===== src/rtl/analog_pad_sequencer.sv =====
// Wishbone-controlled break-before-make sequencer for pads shared with analog macros.
// Changed pads go hi-Z, wait a guard delay, take new values, then settle before DONE.
module analog_pad_sequencer #(
    parameter int          NPADS          = 6,
    parameter logic [31:0] BASE_ADR       = 32'h3000_0000,
    parameter int          GUARD_CYCLES   = 4,
    parameter logic [15:0] SETTLE_DEFAULT = 16'd256
) (
    input  logic             wb_clk_i,
    input  logic             wb_rst_i,
    input  logic             wbs_cyc_i,
    input  logic             wbs_stb_i,
    input  logic             wbs_we_i,
    input  logic [3:0]       wbs_sel_i,
    input  logic [31:0]      wbs_adr_i,
    input  logic [31:0]      wbs_dat_i,
    output logic             wbs_ack_o,
    output logic [31:0]      wbs_dat_o,
    output logic [NPADS-1:0] pad_oeb_o,
    output logic [NPADS-1:0] pad_out_o,
    output logic             irq_o
);

    localparam int GW = (GUARD_CYCLES > 1) ? $clog2(GUARD_CYCLES) : 1;
    localparam logic [GW-1:0] GLAST = GW'(GUARD_CYCLES - 1);

    typedef enum logic [1:0] {
        S_IDLE   = 2'd0,
        S_BREAK  = 2'd1,
        S_MAKE   = 2'd2,
        S_SETTLE = 2'd3
    } state_t;

    state_t state, state_nxt;

    logic [NPADS-1:0] tgt_oeb, tgt_out, snap_oeb, snap_out, chg;
    logic [15:0]      settle, snap_settle, scnt;
    logic [GW-1:0]    gcnt;
    logic             irq_en, done, err;
    logic             busy, done_set, enter_make;

    logic        hit, acc, wr, rd, go, go_ok, go_err, w1c;
    logic        off_oeb, off_out, off_ctrl, off_stat, off_set;
    logic [31:0] bmask, rdata;
    logic        unused_ok;

    assign hit = (wbs_adr_i[31:5] == BASE_ADR[31:5]);
    assign acc = wbs_cyc_i & wbs_stb_i & ~wbs_ack_o & hit;
    assign wr  = acc & wbs_we_i;
    assign rd  = acc & ~wbs_we_i;

    assign off_oeb  = (wbs_adr_i[4:2] == 3'd0);
    assign off_out  = (wbs_adr_i[4:2] == 3'd1);
    assign off_ctrl = (wbs_adr_i[4:2] == 3'd2);
    assign off_stat = (wbs_adr_i[4:2] == 3'd3);
    assign off_set  = (wbs_adr_i[4:2] == 3'd4);

    assign bmask = {{8{wbs_sel_i[3]}}, {8{wbs_sel_i[2]}},
                    {8{wbs_sel_i[1]}}, {8{wbs_sel_i[0]}}};

    assign go     = wr & off_ctrl & wbs_sel_i[0] & wbs_dat_i[0];
    assign go_ok  = go & ~busy;
    assign go_err = go & busy;
    assign w1c    = wr & off_stat & wbs_sel_i[0];
    assign chg    = (tgt_oeb ^ pad_oeb_o) | (tgt_out ^ pad_out_o);

    assign unused_ok = ^{wbs_adr_i[1:0], wbs_dat_i, bmask};

    always_ff @(posedge wb_clk_i) begin
        if (wb_rst_i) state <= S_IDLE;
        else          state <= state_nxt;
    end

    always_comb begin
        state_nxt = state;
        unique case (state)
            S_IDLE:   if (go) state_nxt = S_BREAK;
            S_BREAK:  if (gcnt == GLAST) state_nxt = S_MAKE;
            S_MAKE:   state_nxt = (snap_settle == 16'd0) ? S_IDLE : S_SETTLE;
            S_SETTLE: if (scnt == 16'd1) state_nxt = S_IDLE;
        endcase
    end

    always_comb begin
        busy       = (state != S_IDLE);
        done_set   = busy && (state_nxt == S_IDLE);
        enter_make = (state == S_BREAK) && (state_nxt == S_MAKE);
        irq_o      = done & irq_en;
    end

    always_comb begin
        rdata = '0;
        unique case (1'b1)
            off_oeb:  rdata = 32'(tgt_oeb);
            off_out:  rdata = 32'(tgt_out);
            off_ctrl: rdata = {30'd0, irq_en, 1'b0};
            off_stat: rdata = {27'd0, state, err, done, busy};
            off_set:  rdata = {16'd0, settle};
            default:  rdata = '0;
        endcase
    end

    always_ff @(posedge wb_clk_i) begin
        if (wb_rst_i) begin
            wbs_ack_o   <= 1'b0;
            wbs_dat_o   <= '0;
            pad_oeb_o   <= '1;
            pad_out_o   <= '0;
            tgt_oeb     <= '1;
            tgt_out     <= '0;
            snap_oeb    <= '1;
            snap_out    <= '0;
            settle      <= SETTLE_DEFAULT;
            snap_settle <= SETTLE_DEFAULT;
            scnt        <= '0;
            gcnt        <= '0;
            irq_en      <= 1'b0;
            done        <= 1'b0;
            err         <= 1'b0;
        end else begin
            wbs_ack_o <= acc;
            wbs_dat_o <= rd ? rdata : '0;
            if (wr && off_oeb)
                tgt_oeb <= (tgt_oeb & ~bmask[NPADS-1:0])
                         | (wbs_dat_i[NPADS-1:0] & bmask[NPADS-1:0]);
            if (wr && off_out)
                tgt_out <= (tgt_out & ~bmask[NPADS-1:0])
                         | (wbs_dat_i[NPADS-1:0] & bmask[NPADS-1:0]);
            if (wr && off_set)
                settle <= (settle & ~bmask[15:0]) | (wbs_dat_i[15:0] & bmask[15:0]);
            if (wr && off_ctrl && wbs_sel_i[0])
                irq_en <= wbs_dat_i[1];
            // a completing sequence beats a same-cycle W1C of DONE
            if (done_set)                 done <= 1'b1;
            else if (go_ok)               done <= 1'b0;
            else if (w1c && wbs_dat_i[1]) done <= 1'b0;
            if (go_err)                   err <= 1'b1;
            else if (w1c && wbs_dat_i[2]) err <= 1'b0;
            if (go_ok) begin
                snap_oeb    <= tgt_oeb;
                snap_out    <= tgt_out;
                snap_settle <= settle;
                pad_oeb_o   <= pad_oeb_o | chg;
                gcnt        <= '0;
            end
            if (state == S_BREAK) gcnt <= gcnt + 1'b1;
            if (enter_make) pad_out_o <= snap_out;
            if (state == S_MAKE) begin
                pad_oeb_o <= snap_oeb;
                scnt      <= snap_settle;
            end
            if (state == S_SETTLE) scnt <= scnt - 16'd1;
        end
    end

endmodule


===== config.mk =====
export PLATFORM = sky130hd
export DESIGN_NAME = analog_pad_sequencer
export DESIGN_NICKNAME = d
export VERILOG_FILES = /design/src/rtl/analog_pad_sequencer.sv
export SDC_FILE = /design/constraint.sdc
export NUM_CORES = 1
export LEC_CHECK = 0
export CAP_MARGIN = 20
export CORE_ASPECT_RATIO = 0.9
export CORE_MARGIN = 2
export CORE_UTILIZATION = 50
export DETAILED_ROUTE_END_ITERATION = 12
export PLACE_DENSITY_LB_ADDON = 0.1
export SKIP_LAST_GASP = 1
export SYNTH_ARGS = -nofsm -noshare
export SYNTH_HDL_FRONTEND = slang
export SYNTH_SLANG_ARGS = --single-unit

===== constraint.sdc =====
create_clock -name wb_clk_i -period 5.4 [get_ports wb_clk_i]
set_clock_uncertainty 0.1 [all_clocks]
set_input_delay 1.08 -clock wb_clk_i [delete_from_list [all_inputs] [get_ports wb_clk_i]]
set_output_delay 1.08 -clock wb_clk_i [all_outputs]
set_load 0.03 [all_outputs]

After elaboration in Yosys (flattened, before gate mapping)
Index checks and enable logic that the tools add are counted.
{ "word_totals": {"regBits": 124, "input_bits": 73, "output_inout_bits": 46} }
{ "classes": {"n_addsub": 2, "eq_ne": 11, "n_mux": 17, "bitwise": 31, "reduce_logical": 20} }
{ "op_table": {"columns": ["operator", "count"], "rows": [
  ["case mux 16 bit (5 select lines)", 1],
  ["bitwise AND 16 bit", 2],
  ["2-to-1 mux 16 bit", 2],
  ["equality test 27 x 25 -> 1 bit (second input constant)", 1],
  ["bitwise OR 6 bit", 4],
  ["bitwise AND 6 bit", 3],
  ["equality test 16 x 1 -> 1 bit (second input constant)", 1],
  ["logical NOT 16 bit", 1],
  ["inverter 16 bit", 1],
  ["bitwise OR 16 bit", 1],
  ["subtractor 16 x 1 -> 16 bit (second input constant)", 1],
  ["bitwise AND 1 bit", 13],
  ["2-to-1 mux 2 bit", 6],
  ["2-to-1 mux 6 bit", 2],
  ["XOR 6 bit", 2],
  ["nonzero test 2 bit", 5],
  ["logical AND 1 bit", 9],
  ["equality test 2 bit (second input constant)", 4],
  ["case mux 2 bit (4 select lines)", 1],
  ["equality test 3 x 2 -> 1 bit (second input constant)", 2],
  ["inverter 6 bit", 1],
  ["2-to-1 mux 1 bit", 5],
  ["logical NOT 2 bit", 2],
  ["inverter 1 bit", 4],
  ["other kinds (7)", 7]
]} }

Longest topological paths before layout
{ "depth": {"ltp_word": 12, "ltp_mapped": 8, "depth_no_buf": 7} }

Worst setup path before layout
No wires, ideal clock.
{ "synth_timing": {"kind": "input -> register", "startpoint": "in wbs_adr_i[30]", "endpoint": "reg (tool-made name)", "arrival_time_ns": 2.613, "required_time_ns": 5.180, "path_slack_ns": 2.567, "path_stages": 5, "cell_sequence": "nor4b_2 nand3_2 nor4_4 nor2b_1 a211o_1"} }
{ "synth_lines": {"columns": ["element", "line_no", "source"], "rows": [
  ["start: declaration", "15", "input logic [31:0] wbs_adr_i,"]
]} }

Worst setup path in the final report
{ "layout_timing": {"startpoint": "in wbs_adr_i[2]", "endpoint": "reg done"} }
{ "layout_between": {"elab_chain_cells": 9, "word_cells_on_any_way": 16, "cone_classes": "eq/ne (2); mux (4); bitwise (6); reduce/logical (4)"} }
{ "layout_lines": {"columns": ["element", "line_no", "source"], "rows": [
  ["equality test 3 x 2 -> 1 bit", "54", "assign off_ctrl = (wbs_adr_i[4:2] == 3'd2);"],
  ["bitwise AND 1 bit (3 in a row)", "61", "assign go = wr & off_ctrl & wbs_sel_i[0] & wbs_dat_i[0];"],
  ["2-to-1 mux 2 bit", "77", "S_IDLE: if (go) state_nxt = S_BREAK;"],
  ["case mux 2 bit (4 select lines)", "76", "unique case (state)"],
  ["logical NOT 2 bit", "86", "done_set = busy && (state_nxt == S_IDLE);"],
  ["logical AND 1 bit", "86", null],
  ["nonzero test 3 bit (no source line) / 2-to-1 mux 1 bit (equally long branches)", null, null],
  ["end signal: assignment", "118", "done <= 1'b0;"],
  ["end signal: assignment", "134", "if (done_set) done <= 1'b1;"],
  ["end signal: assignment", "135", "else if (go_ok) done <= 1'b0;"],
  ["end: declaration", "39", "logic irq_en, done, err;"]
]} }
Parallel ways exist; a longest one is shown, timed or not.
A chain may end at the register's enable or synchronous reset.

==> report_table.html <==
<table>
<tr><th>Metric</th><th>Value</th></tr>
<tr><th colspan="2">Synthesis</th></tr>
<tr><td>Average size of a mapped cell</td><td>8.68 µm²</td></tr>
<tr><td>Distinct cell type count after synthesis</td><td>between 60 and 70</td></tr>
<tr><td>Primary flip-flop cell chosen by synthesis mapping</td><td>sky130_fd_sc_hd__dfxtp_1</td></tr>
<tr><td>Cell area after synthesis</td><td>5000 µm²</td></tr>
<tr><td>Number of enable flip-flop cells after synthesis</td><td>0</td></tr>
<tr><td>Syn Inst Count</td><td>576</td></tr>
<tr><td>Sequential element share of the synthesized area</td><td>43.2%</td></tr>
<tr><td>Top area cells in the synthesized netlist</td><td>sky130_fd_sc_hd__dfxtp_1 (43%), sky130_fd_sc_hd__nand2_1 (6.2%), sky130_fd_sc_hd__mux2i_1 (5.6%)</td></tr>
<tr><td>Number of warnings reported in the yosys synthesis log</td><td>0</td></tr>
<tr><td>Fraction of registers with async set/reset</td><td>0%</td></tr>
<tr><td>Library cell with the largest summed area after synthesis</td><td>sky130_fd_sc_hd__dfxtp_1</td></tr>
<tr><td>Share of Yosys cell area claimed by the top area cell type</td><td>43.2%</td></tr>
<tr><td>Post-synthesis register bit count</td><td>108</td></tr>
<tr><th colspan="2">Clock tree</th></tr>
<tr><td>CTS tree</td><td>built</td></tr>
<tr><td>Clock buffers created by TritonCTS</td><td>9</td></tr>
<tr><td>Clock Root Buffer</td><td>sky130_fd_sc_hd__clkbuf_8</td></tr>
<tr><td>Setup fix buffers added after clock tree synthesis</td><td>0</td></tr>
<tr><td>Hold buffer count at cts</td><td>0</td></tr>
<tr><td>CTS-repair resized insts</td><td>0</td></tr>
<tr><td># clock sinks</td><td>~110</td></tr>
<tr><td>Register clock-pin slew on the reported worst setup and hold paths</td><td>approximately 110 ps</td></tr>
<tr><td>Number of buffers on the longest clock path</td><td>2</td></tr>
<tr><td>Insertion delay of the later-clocked pin in the worst-skew pair</td><td>390 ps</td></tr>
<tr><td>H-tree levels</td><td>3</td></tr>
<tr><th colspan="2">Power</th></tr>
<tr><td>Cell area power density</td><td>approximately 230 nW/µm²</td></tr>
<tr><td>Leakage power summed over all cells</td><td>2.11 nW</td></tr>
<tr><td>Power consumption</td><td>1.39 mW</td></tr>
<tr><td>Maximum resistive drop on vdd</td><td>153 µV</td></tr>
<tr><th colspan="2">Finish</th></tr>
<tr><td>Share of final-layout standard cells stronger than drive strength 1</td><td>6.96%</td></tr>
<tr><td>Util after Layout</td><td>approximately 62%</td></tr>
<tr><td>Number of fill cells in the layout</td><td>approximately 870</td></tr>
<tr><td>Total number of nets in the final design</td><td>slightly above 700</td></tr>
<tr><td>Finished Cell Area</td><td>~6000 µm²</td></tr>
<tr><td>Growth of design area from synthesis to finish</td><td>20.2%</td></tr>
<tr><th colspan="2">Placed design</th></tr>
<tr><td>Gp weighted congestion</td><td>0.890</td></tr>
<tr><td>Dpl hpwl</td><td>8.90 mm</td></tr>
<tr><td>Placed cell area</td><td>5820 µm²</td></tr>
<tr><td>PortBufs</td><td>82</td></tr>
<tr><th colspan="2">Timing</th></tr>
<tr><td>Min Clock Period, post-route</td><td>3520 ps</td></tr>
<tr><td>Share of the clock period used by the worst path after layout</td><td>65.2%</td></tr>
<tr><td>Slew at the pin closest to its max-slew limit</td><td>967 ps</td></tr>
<tr><td>Setup-failing EPs final</td><td>0</td></tr>
<tr><td>Final Hold Violating Endpoints</td><td>0</td></tr>
<tr><td>Max-Slew Margin vs Limit</td><td>35.4%</td></tr>
<tr><td>RSZ-0062 raised after global routing</td><td>false</td></tr>
<tr><td>Final-layout setup total negative slack</td><td>0 ps</td></tr>
<tr><td>Highest attainable clock frequency</td><td>between 0.2 and 0.3 GHz</td></tr>
<tr><td>Final-report max-slew violation count</td><td>0</td></tr>
<tr><th colspan="2">Floorplanning</th></tr>
<tr><td>Initial standard-cell utilization of the core</td><td>51.6%</td></tr>
<tr><td>Overall die height</td><td>between 90 and 100 µm</td></tr>
<tr><td>Area of the placeable core</td><td>between 9000 and 10000 µm²</td></tr>
<tr><td>Die area</td><td>roughly 11000 µm²</td></tr>
<tr><td>Die extent in x</td><td>109 µm</td></tr>
<tr><td>IO Pins</td><td>119</td></tr>
<tr><td>Num rows</td><td>34</td></tr>
<tr><th colspan="2">GRT</th></tr>
<tr><td>Global route total overflow</td><td>0</td></tr>
<tr><td>First-pass GRT wire length</td><td>20.6 mm</td></tr>
<tr><td>Vias in the first global route</td><td>4160</td></tr>
<tr><td>Gr usage total</td><td>24.3%</td></tr>
<tr><td>Maximum number of pins on one net before global-route repair</td><td>94</td></tr>
<tr><td>Number of antenna violations at the first check in global routing</td><td>0</td></tr>
<tr><th colspan="2">Critical path</th></tr>
<tr><td>Arrival time at the worst endpoint</td><td>3700 ps</td></tr>
<tr><td>Required arrival time at the worst endpoint</td><td>5590 ps</td></tr>
<tr><td>Top fanout value on the critical path</td><td>29</td></tr>
<tr><td>Kind of launch point of the worst setup path</td><td>input pin</td></tr>
<tr><td>Type of the worst setup path</td><td>in -&gt; reg</td></tr>
<tr><td>Capturing element type of the critical path</td><td>flop</td></tr>
<tr><th colspan="2">Detailed routing</th></tr>
<tr><td>Total length of routed wires</td><td>12.7 mm</td></tr>
<tr><td>Post-detailed-route via-to-cell ratio</td><td>5.70</td></tr>
<tr><td>Wirelength per Cell</td><td>between 15 and 20 µm</td></tr>
<tr><td>Iteration-0 DRC Markers</td><td>roughly 290</td></tr>
<tr><td>Final routed DRC violation total</td><td>0</td></tr>
<tr><td>Count of TritonRoute iterations in the first routing pass</td><td>5</td></tr>
<tr><td>Post-route ant nets</td><td>0</td></tr>
<tr><td>DR vias</td><td>around 4400</td></tr>
<tr><th colspan="2">Job</th></tr>
<tr><td>Max Cap Violations</td><td>0</td></tr>
<tr><th colspan="2">Hold path</th></tr>
<tr><td>Worst hold-check path type</td><td>reg -&gt; reg</td></tr>
<tr><th colspan="2">Outcome</th></tr>
<tr><td>Result of the run</td><td>completed</td></tr>
</table>
==> final timing paths <==
| path | from | end | slack [ps] | depth (start not counted) |
|---|---|---|---|---|
| hold / removal | snap_settle[6] | snap_settle[6] | 360 | 2 |
| setup reg to reg | state[0] | pad_out_o[2] | 2340 | 5 |
| setup / recovery | wbs_adr_i[2] | done | 1880 | 5 |
| hold reg to reg | snap_settle[6] | snap_settle[6] | 360 | 2 |
==> layer usage <==
layer | up-vias | global-route usage, % | part of all wire, %
li1 | 2159 | - | -
met1 | 2075 | 34.8 | 48
met2 | 167 | 36.3 | 44
met3 | 12 | 5.29 | 7.5
met4 | 0 | 7.79 | 1.1
met5 | - | 0 | 0
==> through the flow <==
stage / std cells / setup slack (ps) / hold slack, ps
floorplan: 591 / 2570 / 332
global placement: 755 / 1550 / 338
detailed placement: 756 / 1540 / 349
CTS: 772 / 1920 / 364
global route: 773 / 1690 / 387
finish: 774 / 1880 / 364
==> cell families (layout without fill, tap and decap cells) <==
kind of cell | Yosys count | after routing | synth area share, %
compound gates | 122 | 122 | 14.8
flops | 108 | 108 | 43.2
fa+ha+maj | 3 | 3 | 0.750
mux | 30 | 30 | 6.28
xor+xnor | 6 | 6 | 1.05
simple gates | 252 | 252 | 28.2
other cells | 1 | 17 | 0.0750
buf+inv | 54 | 110 | 5.63
==> power breakdown <==
| part | switching (mW) | internal, mW |
|---|---|---|
| registers | 0.0000000000497 | 0.796 |
| clock network | 0.308 | 0.183 |
| logic | 0.0553 | 0.0443 |
| total | 0.364 | 1.02 |
==> area by class of cell <==
cell class                      count  area (µm²)  area share [%]
Multi-Input combinational cell    429        2620            43.6
Sequential cell                   108        2160            35.9
Tap cell                          126         158            2.62
Timing Repair Buffer               87         857            14.3
Clock inverter                      6        60.1           0.999
Antenna cell                        1        2.50          0.0416
Clock buffer                       10         128            2.12
Inverter                            7        26.3           0.437
==> cell usage after synthesis, types with 2 or more instances <==
library cell and instances:
sky130_fd_sc_hd__a211o_1 7, sky130_fd_sc_hd__a211oi_1 5, sky130_fd_sc_hd__a21oi_1 51, sky130_fd_sc_hd__a22oi_1 9, sky130_fd_sc_hd__a31oi_1 2, sky130_fd_sc_hd__a32o_1 2
sky130_fd_sc_hd__and2_1 13, sky130_fd_sc_hd__buf_1 2, sky130_fd_sc_hd__buf_2 3, sky130_fd_sc_hd__buf_4 16, sky130_fd_sc_hd__buf_6 2, sky130_fd_sc_hd__clkbuf_1 24
sky130_fd_sc_hd__dfxtp_1 108, sky130_fd_sc_hd__ha_1 3, sky130_fd_sc_hd__inv_1 7, sky130_fd_sc_hd__mux2i_1 28, sky130_fd_sc_hd__nand2_1 82, sky130_fd_sc_hd__nand2b_1 2
sky130_fd_sc_hd__nand3_1 15, sky130_fd_sc_hd__nand3b_1 8, sky130_fd_sc_hd__nand4_1 5, sky130_fd_sc_hd__nor2_1 55, sky130_fd_sc_hd__nor2b_1 12, sky130_fd_sc_hd__nor3_1 10
sky130_fd_sc_hd__nor4_1 14, sky130_fd_sc_hd__nor4_2 2, sky130_fd_sc_hd__nor4_4 7, sky130_fd_sc_hd__nor4b_1 3, sky130_fd_sc_hd__o211ai_1 2, sky130_fd_sc_hd__o21ai_0 28
sky130_fd_sc_hd__o22ai_1 5, sky130_fd_sc_hd__o31ai_1 2, sky130_fd_sc_hd__or3_1 8, sky130_fd_sc_hd__or4_1 2, sky130_fd_sc_hd__xor2_1 6
==> worst max-delay path, stage by stage <==
cell                              delay (ps)
sky130_fd_sc_hd__clkdlybuf4s50_1         760
sky130_fd_sc_hd__nor4bb_1                670
sky130_fd_sc_hd__nand3_1                 240
sky130_fd_sc_hd__or4_4                   660
sky130_fd_sc_hd__a32o_1                  290
==> cell usage in the layout (no fill, tap or decap), drive strengths merged, types with 3 or more instances in the layout <==
master,instances
or3,8
nor2,56
o21ai,28
ha,3
nor4b,5
nand2,82
mux2i,28
nor2b,12
and2,13
a211o,7
conb,16
nand3b,8
a22oi,9
nand3,16
a211oi,5
clkdlybuf4s50,81
or4,3
nor4,23
nor3,11
o22ai,5
nand4,6
buf,6
xor2,6
inv,13
dfxtp,108
clkbuf,10
a21oi,51
Note: power is estimated with default switching activity, not from simulation.
